===== config.mk =====
export PLATFORM = sky130hd
export DESIGN_NAME = sipo_lsb_rx_flat
export DESIGN_NICKNAME = d
export VERILOG_FILES = /design/src/rtl/sipo_lsb_rx_pkg.sv /design/src/rtl/sipo_lsb_rx_if.sv /design/src/rtl/sipo_lsb_rx_bit_cnt.sv /design/src/rtl/sipo_lsb_rx.sv /design/src/flat_wrapper.sv
export SDC_FILE = /design/constraint.sdc
export NUM_CORES = 1
export LEC_CHECK = 0
export ABC_AREA = 1
export CAP_MARGIN = 15
export CORE_MARGIN = 1.5
export CORE_UTILIZATION = 35
export CTS_CLUSTER_SIZE = 8
export DETAILED_ROUTE_END_ITERATION = 7
export GPL_ROUTABILITY_DRIVEN = 0
export SYNTH_ARGS = -nofsm -noshare
export SYNTH_HDL_FRONTEND = slang
export SYNTH_HIERARCHICAL = 1
export SYNTH_SLANG_ARGS = --single-unit
export TNS_END_PERCENT = 10

===== constraint.sdc =====
create_clock -name clk -period 1.05 [get_ports clk]
set_input_delay 0.21 -clock clk [delete_from_list [all_inputs] [get_ports clk]]
set_output_delay 0.21 -clock clk [all_outputs]
set_load 0.005 [all_outputs]

===== src/rtl/sipo_lsb_rx_pkg.sv =====
// Shared types for the LSB-first serial-to-parallel receiver.
package sipo_pkg;

  typedef enum logic [0:0] {
    IDLE  = 1'b0,
    SHIFT = 1'b1
  } rx_state_e;

endpackage : sipo_pkg


===== src/rtl/sipo_lsb_rx_if.sv =====
// Serial input, word output handshake and status flags of sipo_lsb_rx.
interface sipo_lsb_rx_if #(
  parameter int DW = 4
) ();

  logic          enb;
  logic          sin;
  logic          sin_vld;
  logic          sof;
  logic [DW-1:0] dout;
  logic          dout_vld;
  logic          dout_rdy;
  logic          busy;
  logic          ovf;
  logic          ovf_clr;
  logic          frm_err;

  // Environment side: drives the serial stream and consumes words.
  modport master (
    output enb, sin, sin_vld, sof, dout_rdy, ovf_clr,
    input  dout, dout_vld, busy, ovf, frm_err
  );

  // Receiver side.
  modport slave (
    input  enb, sin, sin_vld, sof, dout_rdy, ovf_clr,
    output dout, dout_vld, busy, ovf, frm_err
  );

endinterface : sipo_lsb_rx_if


===== src/rtl/sipo_lsb_rx_bit_cnt.sv =====
// Bit position counter: load-to-1 on start of word, count up, wrap after DW bits.
module bit_cnt #(
  parameter int DW = 4
) (
  input  logic clk,
  input  logic rst,
  input  logic load1,
  input  logic inc,
  output logic last
);

  localparam int CW = $clog2(DW);

  logic [CW-1:0] cnt_r;

  // Counter register; load1 has priority so a restarted word always begins at 1.
  always_ff @(posedge clk or negedge rst) begin
    if (!rst) begin
      cnt_r <= '0;
    end else if (load1) begin
      cnt_r <= CW'(1);
    end else if (inc) begin
      if (last) begin
        cnt_r <= '0;
      end else begin
        cnt_r <= cnt_r + CW'(1);
      end
    end
  end

  assign last = (cnt_r == CW'(DW - 1));

endmodule : bit_cnt


===== src/rtl/sipo_lsb_rx.sv =====
// Reassembles framed LSB-first serial words into a single-entry valid/ready buffer,
// flagging overflow and framing errors instead of back-pressuring the serial side.
module sipo_lsb_rx
  import sipo_pkg::*;
#(
  parameter int DW = 4
) (
  input logic         clk,
  input logic         rst,
  sipo_lsb_rx_if.slave bus
);

  rx_state_e     state_r;
  logic [DW-1:0] sr_r;
  logic [DW-1:0] dout_r;
  logic          dout_vld_r;
  logic          busy_r;
  logic          ovf_r;
  logic          frm_err_r;

  logic          strobe_s;
  logic          load1_s;
  logic          inc_s;
  logic          last_s;
  logic          done_s;
  logic          hs_s;
  logic [DW-1:0] word_s;

  assign strobe_s = bus.enb & bus.sin_vld;
  assign load1_s  = strobe_s & bus.sof;
  assign inc_s    = strobe_s & ~bus.sof & (state_r == SHIFT);
  assign done_s   = inc_s & last_s;
  assign hs_s     = dout_vld_r & bus.dout_rdy;
  assign word_s   = {bus.sin, sr_r[DW-1:1]};

  bit_cnt #(
    .DW (DW)
  ) u_bit_cnt (
    .clk   (clk),
    .rst   (rst),
    .load1 (load1_s),
    .inc   (inc_s),
    .last  (last_s)
  );

  // Framing FSM with registered busy and frame-error pulse.
  always_ff @(posedge clk or negedge rst) begin
    if (!rst) begin
      state_r   <= IDLE;
      busy_r    <= 1'b0;
      frm_err_r <= 1'b0;
    end else begin
      frm_err_r <= 1'b0;
      case (state_r)
        IDLE: begin
          if (load1_s) begin
            state_r <= SHIFT;
            busy_r  <= 1'b1;
          end
        end
        SHIFT: begin
          if (load1_s) begin
            frm_err_r <= 1'b1;
          end else if (done_s) begin
            state_r <= IDLE;
            busy_r  <= 1'b0;
          end
        end
        default: begin
          state_r <= IDLE;
          busy_r  <= 1'b0;
        end
      endcase
    end
  end

  // Shift register: every accepted bit enters at the top, so bit 0 ends in sr_r[0].
  always_ff @(posedge clk or negedge rst) begin
    if (!rst) begin
      sr_r <= '0;
    end else if (strobe_s) begin
      sr_r <= word_s;
    end
  end

  // Output buffer; the handshake is honoured even while the block is disabled.
  always_ff @(posedge clk or negedge rst) begin
    if (!rst) begin
      dout_r     <= '0;
      dout_vld_r <= 1'b0;
    end else if (done_s && (!dout_vld_r || hs_s)) begin
      dout_r     <= word_s;
      dout_vld_r <= 1'b1;
    end else if (hs_s) begin
      dout_vld_r <= 1'b0;
    end
  end

  // Sticky overflow; a drop in the same cycle as a clear keeps the flag set.
  always_ff @(posedge clk or negedge rst) begin
    if (!rst) begin
      ovf_r <= 1'b0;
    end else if (done_s && dout_vld_r && !hs_s) begin
      ovf_r <= 1'b1;
    end else if (bus.enb && bus.ovf_clr) begin
      ovf_r <= 1'b0;
    end
  end

  assign bus.dout     = dout_r;
  assign bus.dout_vld = dout_vld_r;
  assign bus.busy     = busy_r;
  assign bus.ovf      = ovf_r;
  assign bus.frm_err  = frm_err_r;

endmodule : sipo_lsb_rx


===== src/flat_wrapper.sv =====
// flat-port wrapper written by rule: the top's interface ports become plain ports
module sipo_lsb_rx_flat import sipo_pkg::*;
#(
  parameter int DW = 4
)
  (clk, rst, bus_enb, bus_sin, bus_sin_vld, bus_sof, bus_dout_rdy, bus_ovf_clr, bus_dout, bus_dout_vld, bus_busy, bus_ovf, bus_frm_err);
  sipo_lsb_rx_if #(.DW(DW)) bus_i ();
  input logic clk;
  input logic rst;
  input wire logic [$bits(bus_i.enb)-1:0] bus_enb;
  input wire logic [$bits(bus_i.sin)-1:0] bus_sin;
  input wire logic [$bits(bus_i.sin_vld)-1:0] bus_sin_vld;
  input wire logic [$bits(bus_i.sof)-1:0] bus_sof;
  input wire logic [$bits(bus_i.dout_rdy)-1:0] bus_dout_rdy;
  input wire logic [$bits(bus_i.ovf_clr)-1:0] bus_ovf_clr;
  output wire logic [$bits(bus_i.dout)-1:0] bus_dout;
  output wire logic [$bits(bus_i.dout_vld)-1:0] bus_dout_vld;
  output wire logic [$bits(bus_i.busy)-1:0] bus_busy;
  output wire logic [$bits(bus_i.ovf)-1:0] bus_ovf;
  output wire logic [$bits(bus_i.frm_err)-1:0] bus_frm_err;
  assign bus_i.enb = bus_enb;
  assign bus_i.sin = bus_sin;
  assign bus_i.sin_vld = bus_sin_vld;
  assign bus_i.sof = bus_sof;
  assign bus_i.dout_rdy = bus_dout_rdy;
  assign bus_i.ovf_clr = bus_ovf_clr;
  assign bus_dout = bus_i.dout;
  assign bus_dout_vld = bus_i.dout_vld;
  assign bus_busy = bus_i.busy;
  assign bus_ovf = bus_i.ovf;
  assign bus_frm_err = bus_i.frm_err;
  sipo_lsb_rx #(.DW(DW)) u_core (.clk(clk), .rst(rst), .bus(bus_i));
endmodule

# ---- Yosys cells after proc, flatten, opt, wreduce, memory -nomap -nowiden
# Cells that the tools add are included.
dict set report classes {
  add_sub_neg 1
  n_eq_ne 4
  muxes 16
  n_bitwise 8
  n_reduce_logical 11
}
# operator n
set op_table {}
lappend op_table {{2-to-1 mux 1 bit} 11}
lappend op_table {{bitwise AND 1 bit} 6}
lappend op_table {{2-to-1 mux 2 bit} 3}
lappend op_table {{nonzero test 2 bit} 3}
lappend op_table {{logical AND 1 bit} 4}
lappend op_table {{!= test 2 bit (second input constant)} 2}
lappend op_table {{case mux 1 bit (2 select lines)} 2}
lappend op_table {{AND reduction 3 bit} 1}
lappend op_table {{adder 2 x 1 -> 2 bit (second input constant)} 1}
lappend op_table {{equality test 2 bit (second input constant)} 1}
lappend op_table {{logical NOT 1 bit} 2}
lappend op_table {{!= test 2 x 1 -> 1 bit (second input constant)} 1}
lappend op_table {{NOT 1 bit} 2}
lappend op_table {{logical OR 1 bit} 1}
dict set report totals {
  reg_bits 15
  inputBits 8
  out_inout_bits 8
}

# ---- Logic depth before layout (Yosys ltp)
# Gate-level depths: netlist of run 1.
dict set report depth {
  word_depth 7
  ltp_mapped 7
}

# ---- By module
# The synthesis of run 1 kept the hierarchy.
# mod instances cells_each area_per_inst_um2 seq_area_each_um2
set by_module_without_submodules {}
lappend by_module_without_submodules {sipo_lsb_rx 1 55 526.8 300.3}
lappend by_module_without_submodules {bit_cnt 1 12 101.3 50.0}

# ---- Least setup slack after synthesis of run 1
# OpenSTA, ideal clock, no wires.
dict set report synth_path {
  path_kind {flip-flop to flip-flop}
  startpoint {reg u_core.u_bit_cnt.cnt_r[0]}
  endpoint {reg u_core.dout_r[0], in the netlist u_core/bus.dout[0]}
  arrival_ps 906
  required_time_ps 932
  slack_ps 26
  path_stages_with_launch 5
  n_path_buf 0
  cell_sequence {dfrtp_1 > ha_1 > nand3_4 > nand2_1 > nand2_1}
}
dict set report synth_between {
  elab_chain_len 3
}
# item line
set synth_rtl {}
lappend synth_rtl {{start: declaration} sipo_lsb_rx_bit_cnt.sv:14} ;# logic [CW-1:0] cnt_r;
lappend synth_rtl {{start signal: assignment} sipo_lsb_rx_bit_cnt.sv:26} ;# cnt_r <= cnt_r + CW'(1);
lappend synth_rtl {{equality test 2 bit} sipo_lsb_rx_bit_cnt.sv:31} ;# assign last = (cnt_r == CW'(DW - 1));
lappend synth_rtl {{named net u_core.last_s} sipo_lsb_rx.sv:24} ;# logic last_s;
lappend synth_rtl {{bitwise AND 1 bit} sipo_lsb_rx.sv:32} ;# assign done_s = inc_s & last_s;
lappend synth_rtl {{logical AND 1 bit} sipo_lsb_rx.sv:91} ;# end else if (done_s && (!dout_vld_r || hs_s)) begin
lappend synth_rtl {{end signal: assignment} sipo_lsb_rx.sv:92} ;# dout_r <= word_s;
lappend synth_rtl {{end: declaration} sipo_lsb_rx.sv:15} ;# logic [DW-1:0] dout_r;
# The timed path passes the listed nets, and every way through them passes these cells.
# A chain may end at the register's enable or synchronous reset.

# ---- Final worst setup path of run 1
dict set report layout_path {
  startpoint {in bus_sof}
  endpoint {reg u_core.u_bit_cnt.cnt_r[0]}
}
dict set report layout_between {
  elab_chain_len 4
  word_cells_on_any_way 6
  cone_classes {mux: 1; bitwise: 4; reduce/logical: 1}
}
# item line
set layout_rtl {}
lappend layout_rtl {{start: declaration} flat_wrapper.sv:13} ;# input wire logic [$bits(bus_i.sof)-1:0] bus_sof;
lappend layout_rtl {{NOT 1 bit} sipo_lsb_rx.sv:31} ;# assign inc_s = strobe_s & ~bus.sof & (state_r == SHIFT);
lappend layout_rtl {{bitwise AND 1 bit (2 in a row)} sipo_lsb_rx.sv:31}
lappend layout_rtl {{named net u_core.inc_s} sipo_lsb_rx.sv:23} ;# logic inc_s;
lappend layout_rtl {{nonzero test 2 bit (no line)} --}
# The timed path passes the listed nets, and every way through them passes these cells.

==> summary.txt, run 1 <==
Detailed routing
  • Via/cell ratio: 4.35
  • TritonRoute pass-1 iters: 4
  • Drt drc: 0
  • Post-DRT Antenna Nets: 0
  • Initial DRC count: 1
  • Routed wire length: 1240 um
  • Drt wl/cell: 10.2 um
  • Routed vias: 526

Yosys
  • Top-area cell type share of the netlist area: 55.8%
  • Distinct cells, synth: 15
  • Sequential area share after synthesis: 55.8%
  • Post-synth ARST share: 100%
  • Main synth FF type: dfrtp_1
  • Post-Syn Nets: 76
  • Warnings from Yosys: 6
  • Post-synth top cells: 28 x nand2_1, 14 x dfrtp_1, 6 x inv_1
  • Synthesis-stage register bit count: 14
  • Post-Synthesis Cells: 67
  • Synth area leader: dfrtp_1
  • Synthesized area: 628 um2
  • EDFF count, synth: 0
  • Syn avg cell area: 9.37 um2
  • Synth area leaders: dfrtp_1 56%, nand2_1 17%, nand4_1 4.0%, inv_1 3.6%, nand2_4 3.6%
  • Count leader, synth: nand2_1

Timing
  • FMAX: 990 MHz
  • Setup ws final: 0.0398 ns
  • Worst Clk Skew: 0.000859 ns
  • Setup TNS: 0 ns
  • RSZ-0062 raised after global routing: false
  • # setup viols final: 0
  • Worst hold slack: 0.250 ns
  • Tcrit/Tclk final: 96.2%
  • Slew at the pin closest to its max-slew limit: 0.193 ns
  • Max-slew headroom: 87.0%
  • Final hold vios: 0
  • Min cycle time layout: 1.01 ns
  • Max-slew violation count: 0

Setup path
  • CP endpoint kind: flop
  • FF-to-FF Start: u_core/state_r
  • Worst Path Required: 1.21 ns
  • Setup crit start kind: primary input
  • CP arrival: 1.17 ns
  • Reg2reg setup slack: 0.07 ns
  • Worst reg2reg endpoint: u_core/u_bit_cnt/cnt_r[0]
  • WS Path Type: primary input to flop
  • Cell depth of the worst flop-to-flop path: 5
  • Critical path peak fanout: 6

Power
  • LEAKAGE: 0.495 nW
  • Psw: 0.000524 W
  • Net Sw Frac: 32.0%
  • Seq pwr share: 47.8%
  • Power Internal: 0.00111 W
  • Gate power share: 34.9%
  • Worst IR drop on VDD: 0.952 mV
  • Cell area power density: 1830 mW/mm2
  • Clock power share: 17.4%

CTS
  • TritonCTS clock tree: done
  • CTS clk-pin slew, worst paths: 0.07 ns
  • Root Driver: clkbuf_4
  • H-tree levels: 1
  • Bufs on Longest Clock Path: 2
  • Clk Latency, worst-skew pair: 0.27 ns
  • Hold Buf Count CTS: 0
  • Sink Count: 14
  • CTS Buf Count: 3

Run
  • Maxcap violations: 0

Global route
  • Vias in the first global route: 494
  • Grt ovf: 0
  • Pin count of the biggest net entering global routing: 15
  • Global-route wire length before repair: 2010 um
  • Total track usage: 14.0%
  • Initial antenna violation count: 0

Floorplan
  • Site row count: 15
  • Io pins: 16
  • Full die area: 0.00206 mm2
  • Initial Utilization: 36.8%
  • Die Ht: 45.4 um
  • DIE WIDTH: 45.4 um
  • Core area: 0.00171 mm2

Placement
  • I/O Buffers: 15
  • Place WS: -0.443 ns
  • Dpl hpwl: 951 um

Run status
  • Status: completed

Finish
  • Final nets: 107
  • Final Core Density: 52.5%
  • Area grow syn2layout: 42.6%
  • Layout cell share with drive strength beyond 1: 36.5%
  • Filler cells: 172
  • # diodes: 0

Hold path
  • Worst min path class: primary input to asynchronous set/reset pin
## sequential cells by signal (all words and copies together) (netlist names)
signal	flops
u_core/bus.dout	4
u_core/sr_r	3
u_core/u_bit_cnt/cnt_r	2
u_core/bus.busy	1
u_core/bus.dout_vld	1
u_core/bus.frm_err	1
u_core/bus.ovf	1
u_core/state_r	1
## worst max path at each step
stage | slack, ns | end | cells after the start | startpoint
after floorplan | 0.03 | u_core/bus.dout[0] | 4 | u_core/u_bit_cnt/cnt_r[0]
after global placement | -0.37 | u_core/u_bit_cnt/cnt_r[0] | 6 | bus_sin_vld
after detailed placement | -0.44 | u_core/u_bit_cnt/cnt_r[0] | 6 | bus_sin_vld
after CTS | -0.04 | bus_dout_vld | 1 | u_core/bus.dout_vld
after global routing | 0.006 | u_core/u_bit_cnt/cnt_r[0] | 7 | bus_sof
final | 0.04 | u_core/u_bit_cnt/cnt_r[0] | 7 | bus_sof
## worst max-delay path, stage by stage
cell and delay, ns:
clkdlybuf4s50_1 0.41, inv_2 0.07, nand2_2 0.08, nor2_8 0.15, inv_2 0.07, a21oi_2 0.12
nand2_1 0.06
## area by class of cell
cell class | instances | area (um2) | share of cell area [%]
well taps | 25 | 31.3 | 3.49
repair buffers | 26 | 190 | 21.2
clock buffers | 3 | 22.5 | 2.51
inverters | 7 | 26.3 | 2.93
flip-flops and latches | 14 | 350 | 39.1
multi-input cells | 46 | 275 | 30.7
## power groups by stage
stage | clock network, W | logic, W | registers [W]
after floorplan | 0 | 0.000246 | 0.000779
after global placement | 0 | 0.000557 | 0.000773
after detailed placement | 0 | 0.000569 | 0.000778
after CTS | 0.000304 | 0.000596 | 0.000769
after global routing | 0.000321 | 0.000646 | 0.000803
final | 0.000284 | 0.000570 | 0.000781
## kinds of logic after synthesis
group / count (synthesis) / share of synthesized area [%]
and+or+nand+nor: 42 / 35.1
buffers and inverters: 7 / 4.18
adders and majority gates: 1 / 1.99
AOI/OAI and AO/OA: 3 / 2.99
DFF: 14 / 55.8
## layer usage
metal | up-vias | routed length (um) | share of wire, % | global-route usage (%)
li1 | 272 | - | - | -
met4 | 0 | 16 | 1.3 | 8.82
met1 | 239 | 591 | 48 | 17.3
met5 | - | 0 | 0 | 0
met2 | 13 | 578 | 47 | 22.3
met3 | 2 | 49 | 4.0 | 2.80
## metrics by stage
stage                     std cells  cell area, um2  power, W
after floorplan                  67             628   0.00103
after global placement          115             870   0.00133
after detailed placement        115             870   0.00135
after CTS                       121             916   0.00167
after global routing            121             896   0.00177
final                           121             896   0.00164
## cell usage in the layout (no fill, tap or decap), types with 2 or more instances in the layout
cell type | netlist | routed
nand2_1 | 28 | 26
dfrtp_1 | 14 | 14
buf_4 | 0 | 11
clkbuf_2 | 0 | 7
clkdlybuf4s50_1 | 0 | 5
inv_1 | 6 | 5
nand4_1 | 4 | 4
clkbuf_4 | 0 | 3
nand3_1 | 3 | 3
dlygate4sd2_1 | 0 | 2
nand2_4 | 2 | 2
inv_2 | 1 | 2
nand2_2 | 0 | 2
nor2_2 | 1 | 2
## repair_timing
item	in CTS	in global routing
setup buffers	3	0
pin swaps	1	1
hold endpoints to repair	0	0
cloned	0	0
endpoints found under the setup margin	17	13
resized for setup	23	11
Power figures use the tool's default switching activity.
==> run 2, diff against run 1 <==
- SLEW_MARGIN: default -> 25
==> results of run 2 <==
The final DEF is identical to that of run 1; final timing and power are the same.
==> run 3, diff against run 2 <==
- CAP_MARGIN: 15 -> default
- GPL_TIMING_DRIVEN: default -> 0
==> run 3 against run 2 <==
  * Global-route usage is 0.083 points higher
  * Combinational power is 15% lower
  * Sequential cell count stayed put
  * Largest cell class unchanged
==> summary.txt, run 3 (synthesis gave the netlist of run 1 again) <==
Global route
  • Grt met3 use: 4.80% (was 2.80%)
  • Met2 GRT Util: 18.0% (was 22.3%)
  • Vias in the first global route: 440 (was 494)
  • Met1 Use GR: 19.3% (was 17.3%)
  • Grt ovf: 0 (unchanged)
  • Total track usage: 14.1% (was 14.0%)
  • Initial antenna violation count: 0 (unchanged)
  • GRT busiest layer: met1 (was met2)
  • Pin count of the biggest net entering global routing: 15 (unchanged)
  • Global-route wire length before repair: 1950 um (was 2010 um)

Finish
  • Most frequent cells in the layout: 26 x nand2_1, 14 x dfrtp_1, 6 x clkbuf_2 (was 26 x nand2_1, 14 x dfrtp_1, 11 x buf_4)
  • Max reg flops: 4 (unchanged)
  • Area grow syn2layout: 32.7% (was 42.6%)
  • Final nets: 99 (was 107)
  • Filler cells: 177 (was 172)
  • Commonest non-fill, non-tap cell in the layout: nand2_1 (unchanged)
  • # diodes: 0 (unchanged)
  • Layout cell share with drive strength beyond 1: 28.4% (was 36.5%)
  • Final Core Density: 48.8% (was 52.5%)

Floorplan
  • Site row count: 15 (unchanged)
  • Initial Utilization: 36.8% (unchanged)
  • DIE WIDTH: 45.4 um (unchanged)
  • Full die area: 0.00206 mm2 (unchanged)
  • Die Ht: 45.4 um (unchanged)
  • Core area: 0.00171 mm2 (unchanged)
  • Io pins: 16 (unchanged)

Detailed routing
  • Routed vias: 493 (was 526)
  • Post-DRT Antenna Nets: 0 (unchanged)
  • TritonRoute pass-1 iters: 4 (unchanged)
  • Routed wire length: 1100 um (was 1240 um)
  • Via/cell ratio: 4.36 (was 4.35)
  • Drt wl/cell: 9.76 um (was 10.2 um)
  • Drt drc: 0 (unchanged)
  • Initial DRC count: 9 (was 1)

Power
  • Clock power share: 18.6% (was 17.4%)
  • Worst IR drop on VDD: 0.857 mV (was 0.952 mV)
  • LEAKAGE: 0.459 nW (was 0.495 nW)
  • Total Power: 0.00157 W (was 0.00164 W)
  • Net Sw Frac: 32.2% (was 32.0%)
  • Psw: 0.000504 W (was 0.000524 W)
  • Power Internal: 0.00106 W (was 0.00111 W)
  • Gate power share: 31.0% (was 34.9%)
  • Seq pwr share: 50.5% (was 47.8%)
  • Cell area power density: 1880 mW/mm2 (was 1830 mW/mm2)

Timing
  • Worst hold slack: 0.331 ns (was 0.250 ns)
  • Worst Clk Skew: 0.00227 ns (was 0.000859 ns)
  • Setup ws final: 0.0242 ns (was 0.0398 ns)
  • Min cycle time layout: 1.03 ns (was 1.01 ns)
  • Final hold vios: 0 (unchanged)
  • # setup viols final: 0 (unchanged)
  • Max-slew violation count: 0 (unchanged)
  • FMAX: 975 MHz (was 990 MHz)
  • Max-slew headroom: 57.3% (was 87.0%)
  • Tcrit/Tclk final: 97.7% (was 96.2%)
  • Slew at the pin closest to its max-slew limit: 0.639 ns (was 0.193 ns)
  • RSZ-0062 raised after global routing: true (was false)

Setup path
  • WS Path Type: primary input to flop (unchanged)
  • Worst Path Required: 1.21 ns (about the same)
  • Critical path peak fanout: 6 (unchanged)
  • Setup crit start kind: primary input (unchanged)
  • Cell mode on critical path: inv_2 (unchanged)
  • CP endpoint kind: flop (unchanged)
  • Worst path slowest cell: clkdlybuf4s50_1 (unchanged)
  • CP peak stage delay: 0.41 ns (about the same)
  • CP arrival: 1.19 ns (was 1.17 ns)
  • Critical Path, Cell by Cell: clkdlybuf4s50_1 > inv_2 > nand2_2 > nor2_8 > inv_2 > a21oi_1 > nand2_1 (was clkdlybuf4s50_1 > inv_2 > nand2_2 > nor2_8 > inv_2 > a21oi_2 > nand2_1)

CTS
  • Root Driver: clkbuf_4 (unchanged)
  • TritonCTS clock tree: done (unchanged)
  • Clk Latency, worst-skew pair: 0.27 ns (about the same)
  • CTS clk-pin slew, worst paths: 0.08 ns (was 0.07 ns)
  • CTS Buf Count: 3 (unchanged)
  • H-tree levels: 1 (unchanged)
  • Bufs on Longest Clock Path: 2 (unchanged)
  • Hold Buf Count CTS: 0 (unchanged)
  • Sink Count: 14 (unchanged)

Hold path
  • Worst min path class: primary input to asynchronous set/reset pin (unchanged)

Run
  • Maxcap violations: 0 (unchanged)

Run status
  • Status: completed (unchanged)

Placement
  • Place WS: -0.465 ns (was -0.443 ns)
  • I/O Buffers: 15 (unchanged)
[run 3: cell count changes in the layout (fill, tap and decap cells not counted), sizes merged]
| cell | change |
|---|---|
| buf | -7 |
| clkbuf | -1 |
[run 3: area by class of cell]
class                   count  area, um2  share of cell area [%]
inverters                   7       26.3                    3.15
repair buffers             18        134                    16.1
multi-input cells          46        269                    32.3
clock buffers               3       22.5                    2.70
flip-flops and latches     14        350                    42.0
well taps                  25       31.3                    3.75
[run 3: path summary, 6_finish.rpt]
| kind | depth (start not counted) | slack [ns] | from | endpoint |
|---|---|---|---|---|
| worst min register to register | 2 | 0.48 | u_core/bus.dout[2] | u_core/bus.dout[2] |
| max in group asynchronous | 1 | 0.31 | rst | u_core/bus.dout[1] |
| worst max register to register | 5 | 0.05 | u_core/state_r | u_core/u_bit_cnt/cnt_r[0] |
| worst min-delay path | 1 | 0.33 | rst | u_core/state_r |
| min in group clk | 3 | 0.39 | bus_sin_vld | u_core/sr_r[3] |
| worst max-delay path | 7 | 0.02 | bus_sof | u_core/u_bit_cnt/cnt_r[0] |
[run 3: power groups by stage]
stage          clock network, W  logic [W]  registers, W
2_1_floorplan                 0   0.000246      0.000779
3_3_place_gp                  0   0.000484      0.000779
3_5_place_dp                  0   0.000489      0.000784
4_1_cts                0.000313   0.000478      0.000776
5_1_grt                0.000337   0.000554      0.000810
6_report               0.000291   0.000485      0.000790
[run 3: critical path: cells and delay by family]
family	cells	cell delay [ns]
buffers and inverters	3	0.54
AO/OA/AOI/OAI	1	0.13
AND/OR/NAND/NOR	3	0.30
[run 3: timing repair]
action                                  CTS  global route
setup buffers                             2             1
pin swaps                                 1             2
gates resized for setup                  24             9
endpoints found under the setup margin   18            13
[run 3: per-stage QoR]
stage | cells | cell area [um2] | setup TNS, ns
finish | 113 | 833 | 0
global route | 113 | 833 | -0.0736
CTS | 112 | 840 | -0.151
detailed placement | 107 | 810 | -4.93
global placement | 107 | 810 | -4.77
floorplan | 67 | 628 | 0
[run 3: per-layer routing]
layer / vias up / part of all wire, %
li1: 256 / -
met1: 222 / 50
met2: 13 / 44
met3: 2 / 5.1
met4: 0 / 1.1
met5: - / 0
